`src/rtl/bin_code_pkg.sv`:
```
// Shared definitions for the binary-to-code pipeline: mode encodings,
// width helpers and parameter legality.
package bin_code_pkg;

   // Code style carried with each beat
   typedef enum logic [1:0] {
      MODE_ONEHOT  = 2'b00,
      MODE_THERM   = 2'b01,
      MODE_ONECOLD = 2'b10,
      MODE_THERM_X = 2'b11
   } code_mode_e;

   // Ceiling log2 with a fixed loop bound so it folds at elaboration
   function automatic int clog2(input int value);
      int result;
      result = 0;
      for (int i = 0; i < 31; i++) begin
         if ((64'd1 << i) < 64'(value)) result = i + 1;
      end
      return result;
   endfunction

   function automatic int max_int(input int a, input int b);
      return (a > b) ? a : b;
   endfunction

   // Legal ranges: BIN_W 1..16, OUT_W 1..2**BIN_W
   function automatic bit params_legal(input int bin_w, input int out_w);
      if (bin_w < 1 || bin_w > 16) return 1'b0;
      if (out_w < 1) return 1'b0;
      if (64'(out_w) > (64'd1 << bin_w)) return 1'b0;
      return 1'b1;
   endfunction

endpackage

```
`src/rtl/bin_code_gen.sv`:
```
// Combinational index-to-code generator. The index is widened before any
// compare so indices >= OUT_W never alias onto a valid bit position.
module bin_code_gen
   import bin_code_pkg::*;
#(
   parameter int BIN_W = 4,
   parameter int OUT_W = 16
) (
   input  logic [BIN_W-1:0] bin,
   input  logic [1:0]       mode,
   output logic [OUT_W-1:0] code,
   output logic [OUT_W-1:0] onehot,
   output logic             oor
);

   if (!params_legal(BIN_W, OUT_W)) begin : g_illegal_params
      $error("bin_code_gen: BIN_W must be 1..16 and OUT_W 1..2**BIN_W");
   end

   // Wide enough to hold both any index and the value OUT_W itself
   localparam int CW = max_int(BIN_W, clog2(OUT_W) + 1);

   logic [CW-1:0]    idx;
   logic [OUT_W-1:0] therm_incl;
   logic [OUT_W-1:0] therm_excl;

   assign idx = CW'(bin);
   assign oor = (idx >= CW'(OUT_W));

   // Per-bit position compares; out-of-range saturation falls out naturally
   always_comb begin
      onehot     = '0;
      therm_incl = '0;
      therm_excl = '0;
      for (int i = 0; i < OUT_W; i++) begin
         onehot[i]     = (idx == CW'(i));
         therm_incl[i] = (CW'(i) <= idx);
         therm_excl[i] = (CW'(i) < idx);
      end
   end

   // Select the requested code style
   always_comb begin
      code = '0;
      case (code_mode_e'(mode))
         MODE_ONEHOT:  code = onehot;
         MODE_THERM:   code = therm_incl;
         MODE_ONECOLD: code = ~onehot;
         MODE_THERM_X: code = therm_excl;
         default:      code = onehot;
      endcase
   end

endmodule

```
`src/rtl/bin_to_code_pipe.sv`:
```
// Registered binary-to-code converter with valid/ready on both sides,
// a one-entry skid buffer and a sticky OR accumulator of indices seen.
//
// Handshake: a beat moves on a rising edge when valid and ready are both
// high on that side. Once out_valid_o is high, out_valid_o/code_o/oor_o
// hold until out_ready_i takes the beat. in_ready_o is a flop output
// (inverse of skid occupancy) so no combinational path runs from
// out_ready_i to in_ready_o.
module bin_to_code_pipe
   import bin_code_pkg::*;
#(
   parameter int BIN_W = 4,
   parameter int OUT_W = 16
) (
   input  logic             clk_i,
   input  logic             rst_ni,
   input  logic             in_valid_i,
   output logic             in_ready_o,
   input  logic [BIN_W-1:0] bin_i,
   input  logic [1:0]       mode_i,
   input  logic             acc_en_i,
   input  logic             acc_clr_i,
   output logic             out_valid_o,
   input  logic             out_ready_i,
   output logic [OUT_W-1:0] code_o,
   output logic             oor_o,
   output logic [OUT_W-1:0] acc_o
);

   logic [OUT_W-1:0] gen_code;
   logic [OUT_W-1:0] gen_onehot;
   logic             gen_oor;
   logic             skid_valid;
   logic [OUT_W-1:0] skid_code;
   logic             skid_oor;
   logic             in_fire;
   logic             out_free;

   bin_code_gen #(
      .BIN_W (BIN_W),
      .OUT_W (OUT_W)
   ) u_gen (
      .bin    (bin_i),
      .mode   (mode_i),
      .code   (gen_code),
      .onehot (gen_onehot),
      .oor    (gen_oor)
   );

   assign in_ready_o = ~skid_valid;
   assign in_fire    = in_valid_i & in_ready_o;
   // Output register can take a new beat this edge (empty or draining)
   assign out_free   = ~out_valid_o | out_ready_i;

   // Output register and skid: skid drains first so order is preserved
   always_ff @(posedge clk_i or negedge rst_ni) begin
      if (!rst_ni) begin
         out_valid_o <= 1'b0;
         code_o      <= '0;
         oor_o       <= 1'b0;
         skid_valid  <= 1'b0;
         skid_code   <= '0;
         skid_oor    <= 1'b0;
      end else if (out_free) begin
         if (skid_valid) begin
            out_valid_o <= 1'b1;
            code_o      <= skid_code;
            oor_o       <= skid_oor;
            skid_valid  <= 1'b0;
         end else if (in_fire) begin
            out_valid_o <= 1'b1;
            code_o      <= gen_code;
            oor_o       <= gen_oor;
         end else begin
            out_valid_o <= 1'b0;
         end
      end else if (in_fire) begin
         skid_valid <= 1'b1;
         skid_code  <= gen_code;
         skid_oor   <= gen_oor;
      end
   end

   // Accumulator updates on input acceptance; clear wins, then the new bit lands
   always_ff @(posedge clk_i or negedge rst_ni) begin
      if (!rst_ni) begin
         acc_o <= '0;
      end else if (acc_clr_i) begin
         acc_o <= (in_fire && acc_en_i && !gen_oor) ? gen_onehot : '0;
      end else if (in_fire && acc_en_i && !gen_oor) begin
         acc_o <= acc_o | gen_onehot;
      end
   end

endmodule

```
`config.mk`:
```
export PLATFORM = sky130hd
export DESIGN_NAME = bin_to_code_pipe
export DESIGN_NICKNAME = d
export VERILOG_FILES = /design/src/rtl/bin_code_pkg.sv /design/src/rtl/bin_code_gen.sv /design/src/rtl/bin_to_code_pipe.sv
export SDC_FILE = /design/constraint.sdc
export NUM_CORES = 1
export LEC_CHECK = 0
export ABC_AREA = 0
export CORE_ASPECT_RATIO = 0.75
export CORE_MARGIN = 3
export CORE_UTILIZATION = 55
export DETAILED_ROUTE_END_ITERATION = 6
export PLACE_DENSITY = 0.84
export SLEW_MARGIN = 20
export SYNTH_ARGS = -nofsm -noshare
export SYNTH_HDL_FRONTEND = slang
export SYNTH_SLANG_ARGS = --single-unit
```
`constraint.sdc`:
```
create_clock -name clk_i -period 2.2 [get_ports clk_i]
set_input_delay 0.66 -clock clk_i [delete_from_list [all_inputs] [get_ports clk_i]]
set_output_delay 0.66 -clock clk_i [all_outputs]
set_load 0.05 [all_outputs]
```
Word-level counts from Yosys, hierarchy flattened
Cells that the tools add are included.
Storage, ports and cells
  bits in registers: 52
  input port bits: 12
Cells by class
  magnitude comparators: 33
  bitwise logic cells: 7
  reduce and logical (&&, ||, !) cells: 10
  equal/unequal tests: 18
  muxes and demuxes: 12
Operators with widths (number)
  16-bit 2-to-1 mux: 5
  16-bit case mux with 4 select lines: 1
  4-bit == test, second input constant: 8
  4-bit <= comparator, first input constant: 8
  4-bit < comparator, first input constant: 8
  4-bit by 3-bit == test with 1-bit output, second input constant: 4
  3-bit by 4-bit <= comparator with 1-bit output, first input constant: 4
  3-bit by 4-bit < comparator with 1-bit output, first input constant: 4
  16-bit inverter: 1
  16-bit OR: 1
  4-bit by 2-bit == test with 1-bit output, second input constant: 2
  1-bit by 4-bit <= comparator with 1-bit output, first input constant: 2
  2-bit by 4-bit <= comparator with 1-bit output, first input constant: 2
  1-bit by 4-bit < comparator with 1-bit output, first input constant: 2
  2-bit by 4-bit < comparator with 1-bit output, first input constant: 2
  1-bit 2-to-1 mux: 6
  2-bit nonzero test: 3
  4-bit by 5-bit greater-or-equal comparator with 1-bit output, second input constant: 1
  5-bit zero test: 1
  2-bit == test, second input constant: 2
  4-bit by 1-bit == test with 1-bit output, second input constant: 1
  2-bit AND reduction: 2
  1-bit inverter: 3
  2-bit by 1-bit == test with 1-bit output, second input constant: 1
  other kinds (5): 6

Logic depth before layout (Yosys ltp)
  depth in word-level cells: 6
  gate-level depth with buffers: 7
  mapped depth without buffers: 4

By module
From an unflattened synthesis, not the netlist that was laid out.
Second synthesis, totals
  cell total of the unflattened synthesis: 274
  area total of the unflattened synthesis: 2864.0 um^2
Modules (own cells, without submodules)
  bin_to_code_pipe: area an instance 2208.4 um^2, cells each 167, times used 1
  bin_code_gen: area an instance 655.6 um^2, cells each 107, times used 1

Worst setup path after synthesis
No wires, ideal clock.
  path type: input -> register
  start: input out_ready_i
  end: register skid_code[9]
  slack: 499 ps
  buffers on the path: 3
  arrival time: 1565 ps
  stages on the path: 7
  library setup time: 136 ps
  cell sequence: nand2b_1 > buf_2 > nand3b_1 > buf_2 > buf_2 > nand2_1 > o21ai_0
On the way
  word-level cells in the longest chain between the ends: 3
RTL lines
  start, declared: RTL line bin_to_code_pipe.sv:24  | input logic out_ready_i,
  1-bit OR: RTL line bin_to_code_pipe.sv:53  | assign out_free = ~out_valid_o | out_ready_i;
  1-bit inverter (no line)
  2-bit AND reduction (no line)
  end signal, assigned: RTL line bin_to_code_pipe.sv:79  | skid_code <= gen_code;
  end, declared: RTL line bin_to_code_pipe.sv:34  | logic [OUT_W-1:0] skid_code;
Every way passes these cells.
A chain may end at the register's enable or synchronous reset.

Final worst setup path
  start: register acc_o[12]
  end: output acc_o[12]
RTL lines
  start, declared: RTL line bin_to_code_pipe.sv:27  | output logic [OUT_W-1:0] acc_o
  start signal, assigned: RTL line bin_to_code_pipe.sv:89  | acc_o <= (in_fire && acc_en_i && !gen_oor) ? gen_onehot : '0;
  start signal, assigned: RTL line bin_to_code_pipe.sv:91  | acc_o <= acc_o | gen_onehot;
No word-level cell between the ends.

==> summary.txt <==
========================================================================================
Later-pin clock latency in the skew report                                       0.30 ns
Share of synthesized area occupied by flip-flops and latches                       49.4%
Share of cell area taken by muxes after synthesis                                  1.24%
Cell area after layout                                                       0.00335 mm2
Cell Area, Placed                                                            0.00326 mm2
Fraction of the mapped netlist area in simple logic gates                          20.9%
CP Buf/Inv Count                                                                       1
Initial core utilization                                                           59.9%
Critical-path maximum fanout                                                           2
Adder-Cell Fraction of Synth Area                                                     0%
Num ports                                                                             47
Kind of critical path                                                       register to output port
Layout filler cell count                                                             298
Number of design rule violations left after detail routing                             0
Final Net Count                                                                      368
DRC marker count from the first detailed-route iteration                             135
Placeable core area                                                          0.00423 mm2
Most used routing layer in global routing                                           met2
Count of flip-flops with a built-in enable after synthesis                             0
Level count of the clock H-tree                                                        2
Clock Skews                                                                   0.00875 ns
CTS buffer count                                                                       5
Seq cells post-synth                                                                  50
Setup crit start kind                                                           register
Full die area                                                                0.00546 mm2
IO buf count                                                                          45
Leftover overflow at the end of global routing                                         0
Number of nets produced by synthesis                                                 297
Proportion of layout cells with a drive suffix above 1                             18.5%
Most common flop cell mapped by yosys                                       sky130_fd_sc_hd__dfrtp_1
Warnings from Yosys                                                                    0
Slew at the pin closest to its max-slew limit                                   0.579 ns
Cell area after synthesis                                                    0.00253 mm2
Post-DR wirelength/cell                                                          16.2 um
Final antenna diode count                                                              0
RSZ-0062 raised after global routing                                               false
Max Buffers Root-to-Sink                                                               2
CTS tree                                                                           built
Antenna violations before repair                                                       0
Leakage                                                                          1.49 nW
Final hold slack                                                                0.291 ns
Critical path's slowest cell                                                sky130_fd_sc_hd__clkdlybuf4s50_1
Main combinational cell family by area after synthesis                      simple AND/OR/NAND/NOR gates
Number of vias after detailed routing                                               2367
Worst Setup End Kind                                                         output port
CTS sink count                                                                        50
Crit-path cells                                                             clkdlybuf4s50_1
Final Core Density                                                                 79.3%
Post-synthesis instance total                                                        285
Reported max-cap violation count                                                       0
Final setup violating endpoints                                                        0
Drt pass-1 iters                                                                       7
Die width                                                                        84.4 um
Average footprint of a synthesized cell                                         8.89 um2
Final number of max-transition violations                                              0
Outcome                                                                        completed
Worst min-delay path category                                               input port to async pin
Avg Vias per Cell                                                                   5.75
Vias in the first global route                                                      2314
Critical R2R Launch                                                         skid_valid$_DFFE_PN0P_
Startpoint of the worst setup timing path                                   acc_o[12]$_DFFE_PN0P_
Global-route track usage on met3                                                   5.46%
VDD IR-drop max                                                                 0.572 mV
Category of cells accounting for the largest share of critical-path delay   buffers and inverters
Count of antenna-violating nets left after detailed routing                            0
Area overhead of the layout relative to synthesis                                  32.4%
Total Routed Length                                                              6670 um
HPWL reported at the end of detailed placement                                   5070 um
Commonest cells after routing, fill and taps aside                          sky130_fd_sc_hd__nand2_1, sky130_fd_sc_hd__dfrtp_1, sky130_fd_sc_hd__buf_4
XOR/XNOR Fraction of Synth Area                                                       0%
Clock tree root driver cell                                                 sky130_fd_sc_hd__clkbuf_8
Slowest cell delay on critical path                                              0.82 ns
Resize count post-CTS                                                                  0
Global-route met1 utilization                                                      37.4%
# rows                                                                                20
Distinct cell type count after synthesis                                              45
Tmin final                                                                       2.15 ns
Total count of hold-check failures in the final report                                 0
Total routing resource utilization after global routing                            26.5%
Async set or reset register ratio after synthesis                                   100%
Synthesized-area fraction occupied by ao, oa, aoi and oai cells                    20.0%
Pin count of the biggest net entering global routing                                  30
Max-slew headroom at the worst pin                                                 61.3%
Hold buffers post-CTS                                                                  0
Height of the die                                                                64.8 um
Final weighted congestion in routability-driven placement                          0.935
Upper clock frequency limit                                                      465 MHz
Met2 track demand over resource                                                    42.6%
Req. time, crit path                                                             1.54 ns
Power per cell area                                                           752 mW/mm2
Global-route wire length before repair                                          11400 um
Final period utilization                                                           97.8%
Most common cell after layout, fill and taps aside                          sky130_fd_sc_hd__nand2_1
Clk pin slew, worst setup/hold paths                                             0.09 ns
Arrival time of data at the critical path endpoint                               1.49 ns
Setup Buffers After CTS                                                                0
========================================================================================
[metal layers]
metal  vias to the layer above  wire (um)
li1                       1145          -
met1                      1140       3080
met2                        74       3120
met3                         8        403
met4                         0         59
met5                         -          0
[worst paths after layout]
check	slack, ns	cells after the start	endpoint
max	0.05	1	acc_o[12]
min	0.29	1	code_o[13]$_DFFE_PN0P_
max reg2reg	0.77	4	skid_code[7]$_DFFE_PN0P_
min reg2reg	0.48	2	skid_code[8]$_DFFE_PN0P_
max in group asynchronous	1.31	2	acc_o[2]$_DFFE_PN0P_
min in group clk_i	0.48	2	skid_code[8]$_DFFE_PN0P_
[sequential cells by signal, summed over array words and instances (netlist names)]
signal       cells
skid_code       16
code_o          16
acc_o           16
out_valid_o      1
skid_valid       1
[Yosys cell counts (2+ instances only)]
| master | instances | area [um2] |
|---|---|---|
| sky130_fd_sc_hd__nand2_1 | 52 | 195 |
| sky130_fd_sc_hd__dfrtp_1 | 50 | 1250 |
| sky130_fd_sc_hd__inv_1 | 19 | 71.3 |
| sky130_fd_sc_hd__nand3_1 | 19 | 95.1 |
| sky130_fd_sc_hd__o21ai_0 | 18 | 90.1 |
| sky130_fd_sc_hd__o22ai_1 | 14 | 87.6 |
| sky130_fd_sc_hd__buf_2 | 13 | 65.1 |
| sky130_fd_sc_hd__nor2_1 | 13 | 48.8 |
| sky130_fd_sc_hd__o211ai_1 | 13 | 97.6 |
| sky130_fd_sc_hd__a21oi_1 | 6 | 30.0 |
| sky130_fd_sc_hd__nand2b_1 | 6 | 37.5 |
| sky130_fd_sc_hd__buf_4 | 5 | 37.5 |
| sky130_fd_sc_hd__nor3_1 | 5 | 25.0 |
| sky130_fd_sc_hd__nand3b_1 | 4 | 30.0 |
| sky130_fd_sc_hd__o21ai_1 | 4 | 20.0 |
| sky130_fd_sc_hd__a221oi_1 | 3 | 26.3 |
| sky130_fd_sc_hd__clkbuf_1 | 3 | 11.3 |
| sky130_fd_sc_hd__nor2b_1 | 3 | 18.8 |
| sky130_fd_sc_hd__o221ai_1 | 3 | 26.3 |
| sky130_fd_sc_hd__o31ai_1 | 3 | 22.5 |
| sky130_fd_sc_hd__buf_6 | 2 | 22.5 |
| sky130_fd_sc_hd__mux2i_1 | 2 | 20.0 |
| sky130_fd_sc_hd__nand4_1 | 2 | 12.5 |
| sky130_fd_sc_hd__or4_1 | 2 | 15.0 |
[through the flow]
| step | setup TNS (ns) | cells | worst slack, ns | power, W |
|---|---|---|---|---|
| 2_1_floorplan | 0 | 285 | 0.499 | 0.00168 |
| 3_3_place_gp | -0.507 | 404 | -0.0575 | 0.00199 |
| 3_5_place_dp | -1.30 | 404 | -0.126 | 0.00201 |
| 4_1_cts | 0 | 412 | 0.0317 | 0.00253 |
| 5_1_grt | 0 | 412 | 0.0108 | 0.00265 |
| 6_report | 0 | 412 | 0.0491 | 0.00252 |
[kinds of logic after synthesis]
family / Yosys count
simple gates: 113
compound gates: 75
flops: 50
buf+inv: 43
mux: 3
other cells: 1
[cell type report]
type	instances	area [um2]	share of cell area [%]
clock buffers	5	68.8	2.05
well taps	55	68.8	2.05
clock inverters	3	21.3	0.635
repair buffers	88	801	23.9
flip-flops and latches	50	1250	37.3
multi-input cells	192	1070	31.9
inverters	19	71.3	2.13
[report_power, final]
part / internal [W] / switching (W) / total [W]
clock: 0.000224 / 0.000305 / 0.000529
combinational: 0.000308 / 0.000551 / 0.000859
sequential: 0.00106 / 0.0000746 / 0.00113
total: 0.00159 / 0.000931 / 0.00252
(Power assumes the default switching activity.)
